<file path="config.mk">
export PLATFORM = sky130hd
export DESIGN_NAME = bus_arbiter
export DESIGN_NICKNAME = d
export VERILOG_FILES = /design/src/rtl/bus_arbiter.sv
export SDC_FILE = /design/constraint.sdc
export NUM_CORES = 1
export LEC_CHECK = 0
export BUFFER_PORTS_ARGS = -buffer_cell sky130_fd_sc_hd__buf_2
export CORE_AREA = 2 2 116 118
export CTS_CLUSTER_SIZE = 16
export DETAILED_ROUTE_END_ITERATION = 12
export DIE_AREA = 0 0 118 120
export SYNTH_ARGS = -nofsm -noshare
export SYNTH_HDL_FRONTEND = slang
export SYNTH_SLANG_ARGS = --single-unit
</file>
<file path="constraint.sdc">
create_clock -name i_clock -period 3 [get_ports i_clock]
set_input_delay 0.45 -clock i_clock [delete_from_list [all_inputs] [get_ports i_clock]]
set_output_delay 0.45 -clock i_clock [all_outputs]
set_load 0.005 [all_outputs]
</file>
<file path="src/rtl/bus_arbiter.sv">
// bus_arbiter
//   Two-master arbiter that sits upstream of the bus timing controller.
//   Master A (instruction fetch) and master B (load/store) each run a
//   four-phase request/ready handshake. One master is granted at a time, and
//   its transfer is forwarded on a single downstream four-phase port. Read
//   data is returned only to the granted master.
//
//   Ports
//     i_clock, i_reset         rising-edge clock, synchronous active-high reset
//     i_x_rw/request/address/wdata   master x (a or b) transfer inputs
//     o_x_ready, o_x_rdata     master x completion and registered read data
//     o_bus_rw/address/wdata   downstream transfer, muxed from the granted master
//     o_bus_request            downstream request (registered)
//     i_bus_ready, i_bus_rdata downstream completion and read data
//     o_grant_b                current/last grant, 0 = A, 1 = B
//
//   state     | meaning
//   ----------+---------------------------------------------------------------
//   S_IDLE    | no transfer; waits for downstream release and an eligible master
//   S_ISSUE   | downstream request asserted on behalf of the granted master
//   S_RELEASE | granted master holds ready until it drops its request

module bus_arbiter #(
   parameter int ADDR_WIDTH     = 32,
   parameter int DATA_WIDTH     = 32,
   parameter bit FIXED_PRIORITY = 1'b0
) (
   input  logic                  i_clock,
   input  logic                  i_reset,
   input  logic                  i_a_rw,
   input  logic                  i_a_request,
   output logic                  o_a_ready,
   input  logic [ADDR_WIDTH-1:0] i_a_address,
   output logic [DATA_WIDTH-1:0] o_a_rdata,
   input  logic [DATA_WIDTH-1:0] i_a_wdata,
   input  logic                  i_b_rw,
   input  logic                  i_b_request,
   output logic                  o_b_ready,
   input  logic [ADDR_WIDTH-1:0] i_b_address,
   output logic [DATA_WIDTH-1:0] o_b_rdata,
   input  logic [DATA_WIDTH-1:0] i_b_wdata,
   output logic                  o_bus_rw,
   output logic                  o_bus_request,
   input  logic                  i_bus_ready,
   output logic [ADDR_WIDTH-1:0] o_bus_address,
   input  logic [DATA_WIDTH-1:0] i_bus_rdata,
   output logic [DATA_WIDTH-1:0] o_bus_wdata,
   output logic                  o_grant_b
);

   typedef enum logic [1:0] {
      S_IDLE    = 2'd0,
      S_ISSUE   = 2'd1,
      S_RELEASE = 2'd2
   } state_t;

   state_t                r_state,       w_state_next;
   logic                  r_grant_b,     w_grant_b_next;
   logic                  r_last_b,      w_last_b_next;
   logic                  r_bus_request, w_bus_request_next;
   logic                  r_a_ready,     w_a_ready_next;
   logic                  r_b_ready,     w_b_ready_next;
   logic [DATA_WIDTH-1:0] r_a_rdata,     w_a_rdata_next;
   logic [DATA_WIDTH-1:0] r_b_rdata,     w_b_rdata_next;

   logic w_a_elig;
   logic w_b_elig;
   logic w_pick_b;
   logic w_granted_request;

   // A master still holding ready from its previous transfer is not eligible,
   // so a finished master cannot be re-granted before it completes the handshake.
   assign w_a_elig = i_a_request & ~r_a_ready;
   assign w_b_elig = i_b_request & ~r_b_ready;

   // When both are eligible, round-robin hands the grant to whoever was not
   // served last; fixed priority always lets A win.
   assign w_pick_b = w_b_elig & (~w_a_elig | (~FIXED_PRIORITY & ~r_last_b));

   assign w_granted_request = r_grant_b ? i_b_request : i_a_request;

   always_comb begin
      w_state_next       = r_state;
      w_grant_b_next     = r_grant_b;
      w_last_b_next      = r_last_b;
      w_bus_request_next = r_bus_request;
      w_a_ready_next     = r_a_ready;
      w_b_ready_next     = r_b_ready;
      w_a_rdata_next     = r_a_rdata;
      w_b_rdata_next     = r_b_rdata;
      case (r_state)
         S_IDLE: begin
            w_bus_request_next = 1'b0;
            // A downstream still showing ready from the last transfer has not
            // released yet; starting now would look like an instant completion.
            if (!i_bus_ready && (w_a_elig || w_b_elig)) begin
               w_grant_b_next = w_pick_b;
               w_state_next   = S_ISSUE;
            end
         end
         S_ISSUE: begin
            if (i_bus_ready) begin
               w_bus_request_next = 1'b0;
               if (r_grant_b) begin
                  w_b_rdata_next = i_bus_rdata;
                  w_b_ready_next = 1'b1;
               end else begin
                  w_a_rdata_next = i_bus_rdata;
                  w_a_ready_next = 1'b1;
               end
               w_state_next = S_RELEASE;
            end else begin
               w_bus_request_next = 1'b1;
            end
         end
         S_RELEASE: begin
            if (!w_granted_request) begin
               if (r_grant_b) begin
                  w_b_ready_next = 1'b0;
               end else begin
                  w_a_ready_next = 1'b0;
               end
               w_last_b_next = r_grant_b;
               w_state_next  = S_IDLE;
            end
         end
         default: begin
            w_state_next       = S_IDLE;
            w_bus_request_next = 1'b0;
         end
      endcase
   end

   always_ff @(posedge i_clock) begin
      if (i_reset) begin
         r_state       <= S_IDLE;
         r_grant_b     <= 1'b0;
         r_last_b      <= 1'b1;
         r_bus_request <= 1'b0;
         r_a_ready     <= 1'b0;
         r_b_ready     <= 1'b0;
         r_a_rdata     <= '0;
         r_b_rdata     <= '0;
      end else begin
         r_state       <= w_state_next;
         r_grant_b     <= w_grant_b_next;
         r_last_b      <= w_last_b_next;
         r_bus_request <= w_bus_request_next;
         r_a_ready     <= w_a_ready_next;
         r_b_ready     <= w_b_ready_next;
         r_a_rdata     <= w_a_rdata_next;
         r_b_rdata     <= w_b_rdata_next;
      end
   end

   assign o_bus_rw      = r_grant_b ? i_b_rw      : i_a_rw;
   assign o_bus_address = r_grant_b ? i_b_address : i_a_address;
   assign o_bus_wdata   = r_grant_b ? i_b_wdata   : i_a_wdata;
   assign o_bus_request = r_bus_request;
   assign o_a_ready     = r_a_ready;
   assign o_b_ready     = r_b_ready;
   assign o_a_rdata     = r_a_rdata;
   assign o_b_rdata     = r_b_rdata;
   assign o_grant_b     = r_grant_b;

endmodule

</file>
==> run metrics, run 1 <==
number of fill cells=about 1400; Port Buffers=299; CTS Hold Buffers Added=0; CP required=roughly 2.6 ns; CP max-delay cell=dfxtp_4; synthesized area=roughly 3500 sq um; Setup Crit Path Kind=reg2out; Seq cells post-synth=71; Synth Instances=between 300 and 400; critical-path cell list=buf_12 > mux2_2 > buf_2; Core Rows=42; first-pass GRT wire length=about 23 mm; Vias=3909; Final nets=846; Die Area=14200 sq um; CP peak stage delay=around 0.55 ns; r2r startpoint=r_state[0]$_SDFFE_PP0P_; gr busiest metal=met2; Vias/cell=~4.5; Clock transition at path regs=0.06 ns; CTS tree=yes; antenna viol nets, final=0; H-tree depth=3; vias in the first global route=about 3800; most common cell after layout, fill and taps aside=buf_2; max-cap violation count=0; GRT Total Usage=21.4%; pwr dens=459 nW/um^2; DRT iter0 DRCs=239; register area share after synthesis=between 40 and 50%; CP Launch Type=flip-flop; Clock Sinks=71; pre-CTS worst setup slack=1.17 ns; CP startpoint=o_grant_b$_SDFFE_PP0P_; Mean Syn Cell Area=around 9 sq um; Die Y=~120 um; worst relative slew slack=67.7%; fraction of synthesis flops using an asynchronous set or reset pin=0%; commonest cells after routing, fill and taps aside=buf_2, nand2_1, dfxtp_1; Cell variety after synth=29; Clock Skews=~0.011 ns; placer congestion estimate=0.911; grt total ovfl=0; worst-path fanout max=52; Sum Neg Setup Slack=0 ns; Detailed Route WL=15.9 mm; Final Util=about two fifths; Final WS setup=around 0.81 ns; outcome=finished clean; # DRC=0; top_reg_cell synth=dfxtp_1; period utilization=72.9%; initial antenna violation count=3; worst-margin pin slew=just under 0.5 ns; drt first pass iters=4; met1 Resource Use GR=around a quarter; Layout area overhead=53.4%; Max clock buf depth=2; final setup fails=0; share of layout cells above drive strength 1=62.4%; met3 Track Usage GR=under 10%; Max Clock Freq=0.457 GHz; Power Total=between 2 and 2.5 mW; CTS Buf Count=9; # Post-CTS Setup Buffers=0; die width=roughly 120 um; post-cts sizing count=0; Final Hold Viols=0; met2 usage=38.6%; largest net degree at the start of global routing=53; Worst-Skew Late Latency=approximately 0.33 ns; I/O pin count=300; min Tclk post-route=about 2.2 ns; routed len/inst=between 15 and 20 um; hold crit path type=in2reg; yosys synthesis warning count=0; HP Start=i_bus_rdata[18]; Initial Util=27.2%; clk root buf=clkbuf_16; Syn Nets=560; Crit. End Element=primary output; Worst EP arrival=1.74 ns; unrepaired setup endpoints after global routing=no; Detailed Place HPWL=13.0 mm; core area=around 13000 sq um; final slew viol count=0; peak supply drop=0.000308 V; Post-synth EDFFs=0; leakage power=~2.5 nW; WHS=roughly 0.37 ns
[registers in the layout, indices dropped and copies added, names as in the netlist]
signal,flops
r_state,2
o_bus_request,1
o_b_rdata,32
o_b_ready,1
o_grant_b,1
o_a_rdata,32
r_last_b,1
o_a_ready,1
[cell usage after synthesis, drive strengths merged, types with 2 or more instances]
library cell,n,area [sq um]
nor3,4,20.0
dfxtp,71,1420
buf,27,216
nand2,130,500
mux2,65,732
clkbuf,6,22.5
a21oi,67,448
nand3b,2,15.0
nor2b,4,25.0
nor2,3,11.3
[kinds of logic (layout without fill, tap and decap cells)]
logic type,after synthesis,after routing,share of synthesized area (%)
DFF,71,71,40.2
buffers and inverters,34,325,6.87
AOI/OAI and AO/OA,75,75,14.6
muxes,65,65,20.7
and+or+nand+nor,148,148,17.6
other,0,1,0
[worst max-delay path: cells and delay by family, from the launching register on]
kind	cells	cell delay (ns)
multiplexers	1	0.38
flip-flops	1	0.55
buffers and inverters	2	0.46
[worst paths after layout]
path | end | slack, ns | depth (start not counted)
setup / recovery | o_bus_address[19] | 0.81 | 3
hold / removal | o_b_rdata[18]$_SDFFE_PP0P_ | 0.37 | 3
setup reg to reg | o_b_rdata[20]$_SDFFE_PP0P_ | 1.32 | 4
hold reg to reg | o_b_rdata[14]$_SDFFE_PP0P_ | 0.45 | 2
[final cells by class]
type / instances / area (sq um) / share of cell area, %
multi-input combinational: 288 / 1870 / 34.6
sequential: 71 / 1430 / 26.3
clock inverter: 6 / 67.6 / 1.25
clock buffer: 10 / 239 / 4.41
inverter: 1 / 3.75 / 0.0692
timing repair buffer: 308 / 1590 / 29.3
antenna: 1 / 2.50 / 0.0462
tap: 176 / 220 / 4.06
[per-layer routing]
| layer | vias to the layer above | share of wire, % |
|---|---|---|
| met3 | 27 | 7.0 |
| met4 | 4 | 3.0 |
| met5 | - | 0.095 |
| met1 | 1801 | 38 |
| met2 | 175 | 52 |
| li1 | 1902 | - |
[where the power goes]
part	internal, mW	total (mW)	switching, mW
combinational	0.226	0.429	0.203
clock	0.669	1.08	0.412
sequential	0.962	0.981	0.0191
total	1.86	2.49	0.633
[metrics by stage]
step	instances	area, sq um
floorplan	393	3530
global placement	844	5110
detailed placement	844	5110
CTS	860	5420
global route	861	5420
finish	861	5420
Note: power is estimated with default switching activity, not from simulation.
==> run 2: changes to the inputs <==
--- a/config.mk
+++ b/config.mk
@@ -5,6 +5,7 @@
 export SDC_FILE = /design/constraint.sdc
 export NUM_CORES = 1
 export LEC_CHECK = 0
+export ABC_AREA = 1
 export BUFFER_PORTS_ARGS = -buffer_cell sky130_fd_sc_hd__buf_2
 export CORE_AREA = 2 2 116 118
 export CTS_CLUSTER_SIZE = 16
==> constraint.sdc (replaced) <==
create_clock -name i_clock -period 1.8 [get_ports i_clock]
set_input_delay 0.27 -clock i_clock [delete_from_list [all_inputs] [get_ports i_clock]]
set_output_delay 0.27 -clock i_clock [all_outputs]
set_load 0.005 [all_outputs]
==> run 2 against run 1 <==
Non-clock buffer count fell by 1. Flip-flop and latch count did not move. Via count rose by 9.5%. Power rose by 69%. Routed wire length fell by 10%. First-iteration DRC count fell by 18%. Critical path depth rose by 1. Register-to-register slack got worse by 1.1 ns. Cell area fell by 1.9%. Critical path type unchanged. Largest power group unchanged.
==> run metrics, run 2 <==
Worst-Skew Late Latency=0.32 ns (about the same); I/O pin count=300 (unchanged); die width=118 um (unchanged); largest net degree at the start of global routing=62 (+17%); Vias/cell=4.25 (-6.3%); Detailed Route WL=14.3 mm (-10%); Sum Neg Setup Slack=0 ns (unchanged); most common cell after layout, fill and taps aside=buf_2; commonest cells after routing, fill and taps aside=buf_2, nand2_1, nor2_1; initial antenna violation count=2 (-1); fraction of synthesis flops using an asynchronous set or reset pin=0% (unchanged); CP Launch Type=flip-flop; Die Area=14200 sq um (unchanged); Vias=4282 (+9.5%); Sequential Area=1420 sq um (-0.18%); Clock Skews=0.0104 ns (-0.000531 ns); Synth area leader=dfxtp_1; min Tclk post-route=about 1.7 ns; count leader, synth=nand2_1; placer congestion estimate=0.783 (-14%); H-tree depth=3 (unchanged); max-cap violation count=0 (unchanged); CTS tree=yes; top_reg_cell synth=dfxtp_1; Mean Syn Cell Area=6.26 sq um (-30%); hold crit path type=in2reg; Seq cells post-synth=71 (unchanged); Syn Nets=707 (+26%); main combinational cell family by area after synthesis=simple AND/OR/NAND/NOR gates; Synth Area in Compound Gates=10.7% (-4.0 points); worst-margin pin slew=0.708 ns (+0.224 ns); number of fill cells=1436 (+5.1%); Layout area overhead=57.3%; yosys synthesis warning count=0 (unchanged); vias in the first global route=3986 (+3.8%); peak supply drop=0.000511 V (+66%); post-synthesis simple-gate area fraction=40.2% (+23 points); routed len/inst=14.2 um (-23%); Clock transition at path regs=0.06 ns (about the same); antenna viol nets, final=0 (unchanged); Crit. End Element=primary output; flop-to-flop setup slack=0.21 ns (-1.11 ns); CTS Buf Count=9 (unchanged); outcome=finished clean; worst relative slew slack=52.7% (-15 points); multi-input logic area=1730 sq um (-7.9%); Die Y=120 um (unchanged); # DRC=0 (unchanged); Cell variety after synth=18 (-38%); Final nets=992 (+17%); unrepaired setup endpoints after global routing=no; WHS=0.184 ns (-0.186 ns); period utilization=95.7%; GRT Total Usage=19.1% (-2.3 points); pwr dens=791 nW/um^2 (+72%); Max clock buf depth=2 (unchanged); Final Hold Viols=0 (unchanged); final setup fails=0 (unchanged); register area share after synthesis=42.1% (+1.8 points); post-synthesis mux area share=0% (-21 points); core area=13000 sq um (unchanged); grt total ovfl=0 (unchanged); worst-path fanout max=34 (-35%); clk root buf=clkbuf_16; final slew viol count=0 (unchanged); CP required=1.53 ns (-1.02 ns); Detailed Place HPWL=10.9 mm (-16%); Synth Instances=540 (+37%); Synth area leaders=dfxtp_1, nand2_1, nor2_1, o21ai_0, buf_2; commonest cells in the netlist=nand2_1, nor2_1, dfxtp_1; first-pass GRT wire length=21.5 mm (-5.8%); Setup Crit Path Kind=reg2out; Port Buffers=299 (unchanged); Max Clock Freq=around 0.58 GHz; synthesized area=3380 sq um (-4.4%); Post-Synth XOR/XNOR Area=0% (unchanged); Adder-Cell Fraction of Synth Area=0% (unchanged); DRT iter0 DRCs=196 (-18%); top cell type's share of synthesized area=42.1% (+1.8 points); leakage power=3.15 nW (+26%); Clock Sinks=71 (unchanged); Post-synth EDFFs=0 (unchanged); share of layout cells above drive strength 1=40.1% (-22 points); Initial Util=26.0% (-1.2 points); drt first pass iters=5 (+1); Core Rows=42 (unchanged); Worst EP arrival=1.45 ns (-0.29 ns)
==> run 2: layer usage <==
layer | wire [um] | track usage (%)
met4 | 215 | 4.97
met2 | 6990 | 33.6
met3 | 1230 | 6.46
met1 | 5800 | 22.2
met5 | 17 | 0
==> run 2: worst max-delay path, cell delays in order, from the launching register on <==
cell and delay [ns]:
dfxtp_2 0.43, buf_4 0.36, nand2_1 0.09, nand2_1 0.11
buf_2 0.13
==> run 2: kinds of logic (layout without fill, tap and decap cells) <==
family / after synthesis / after routing
compound gates: 72 / 72
other cells: 0 / 1
buf+inv: 45 / 334
flops: 71 / 71
simple gates: 352 / 353
==> run 2: metrics by stage <==
stage	std cells	util [%]	area, sq um	total power, mW	setup WS, ns
floorplan	540	-	3380	1.99	0.472
global placement	989	38.5	5000	2.46	0.0122
detailed placement	989	38.5	5000	2.46	-0.0280
CTS	1006	40.9	5320	4.27	0.0357
global route	1006	40.9	5320	4.43	0.00198
finish	1007	41.0	5320	4.21	0.0780
==> run 2: worst paths after layout <==
path / endpoint / from / cells past startpoint
max: o_bus_wdata[23] / o_grant_b$_SDFFE_PP0P_ / 4
min: o_bus_request$_SDFFE_PP0P_ / i_reset / 2
max reg2reg: o_a_rdata[27]$_SDFFE_PP0P_ / r_state[0]$_SDFFE_PP0P_ / 8
min reg2reg: o_bus_request$_SDFFE_PP0P_ / o_bus_request$_SDFFE_PP0P_ / 2
==> run 2: power by group <==
part	total (mW)	leakage (nW)	switching (mW)	internal [mW]
Sequential	1.66	0.576	0.0287	1.63
Combinational	0.764	2.43	0.411	0.353
Clock	1.79	0.145	0.671	1.11
==> run 2: layout make-up <==
cell class,count,area share (%)
clock inverters,6,1.27
flip-flops and latches,71,26.8
well taps,176,4.14
multi-input cells,425,32.5
inverters,11,0.776
repair buffers,307,30.0
diodes,1,0.0471
clock buffers,10,4.49
==> run 2: timing repair <==
| action | 4_1_cts | 5_1_grt |
|---|---|---|
| buffers inserted | 0 | 0 |
| hold buffers | 0 | 0 |
| resized for setup | 1 | 0 |
| endpoints found under the setup margin | 27 | 0 |
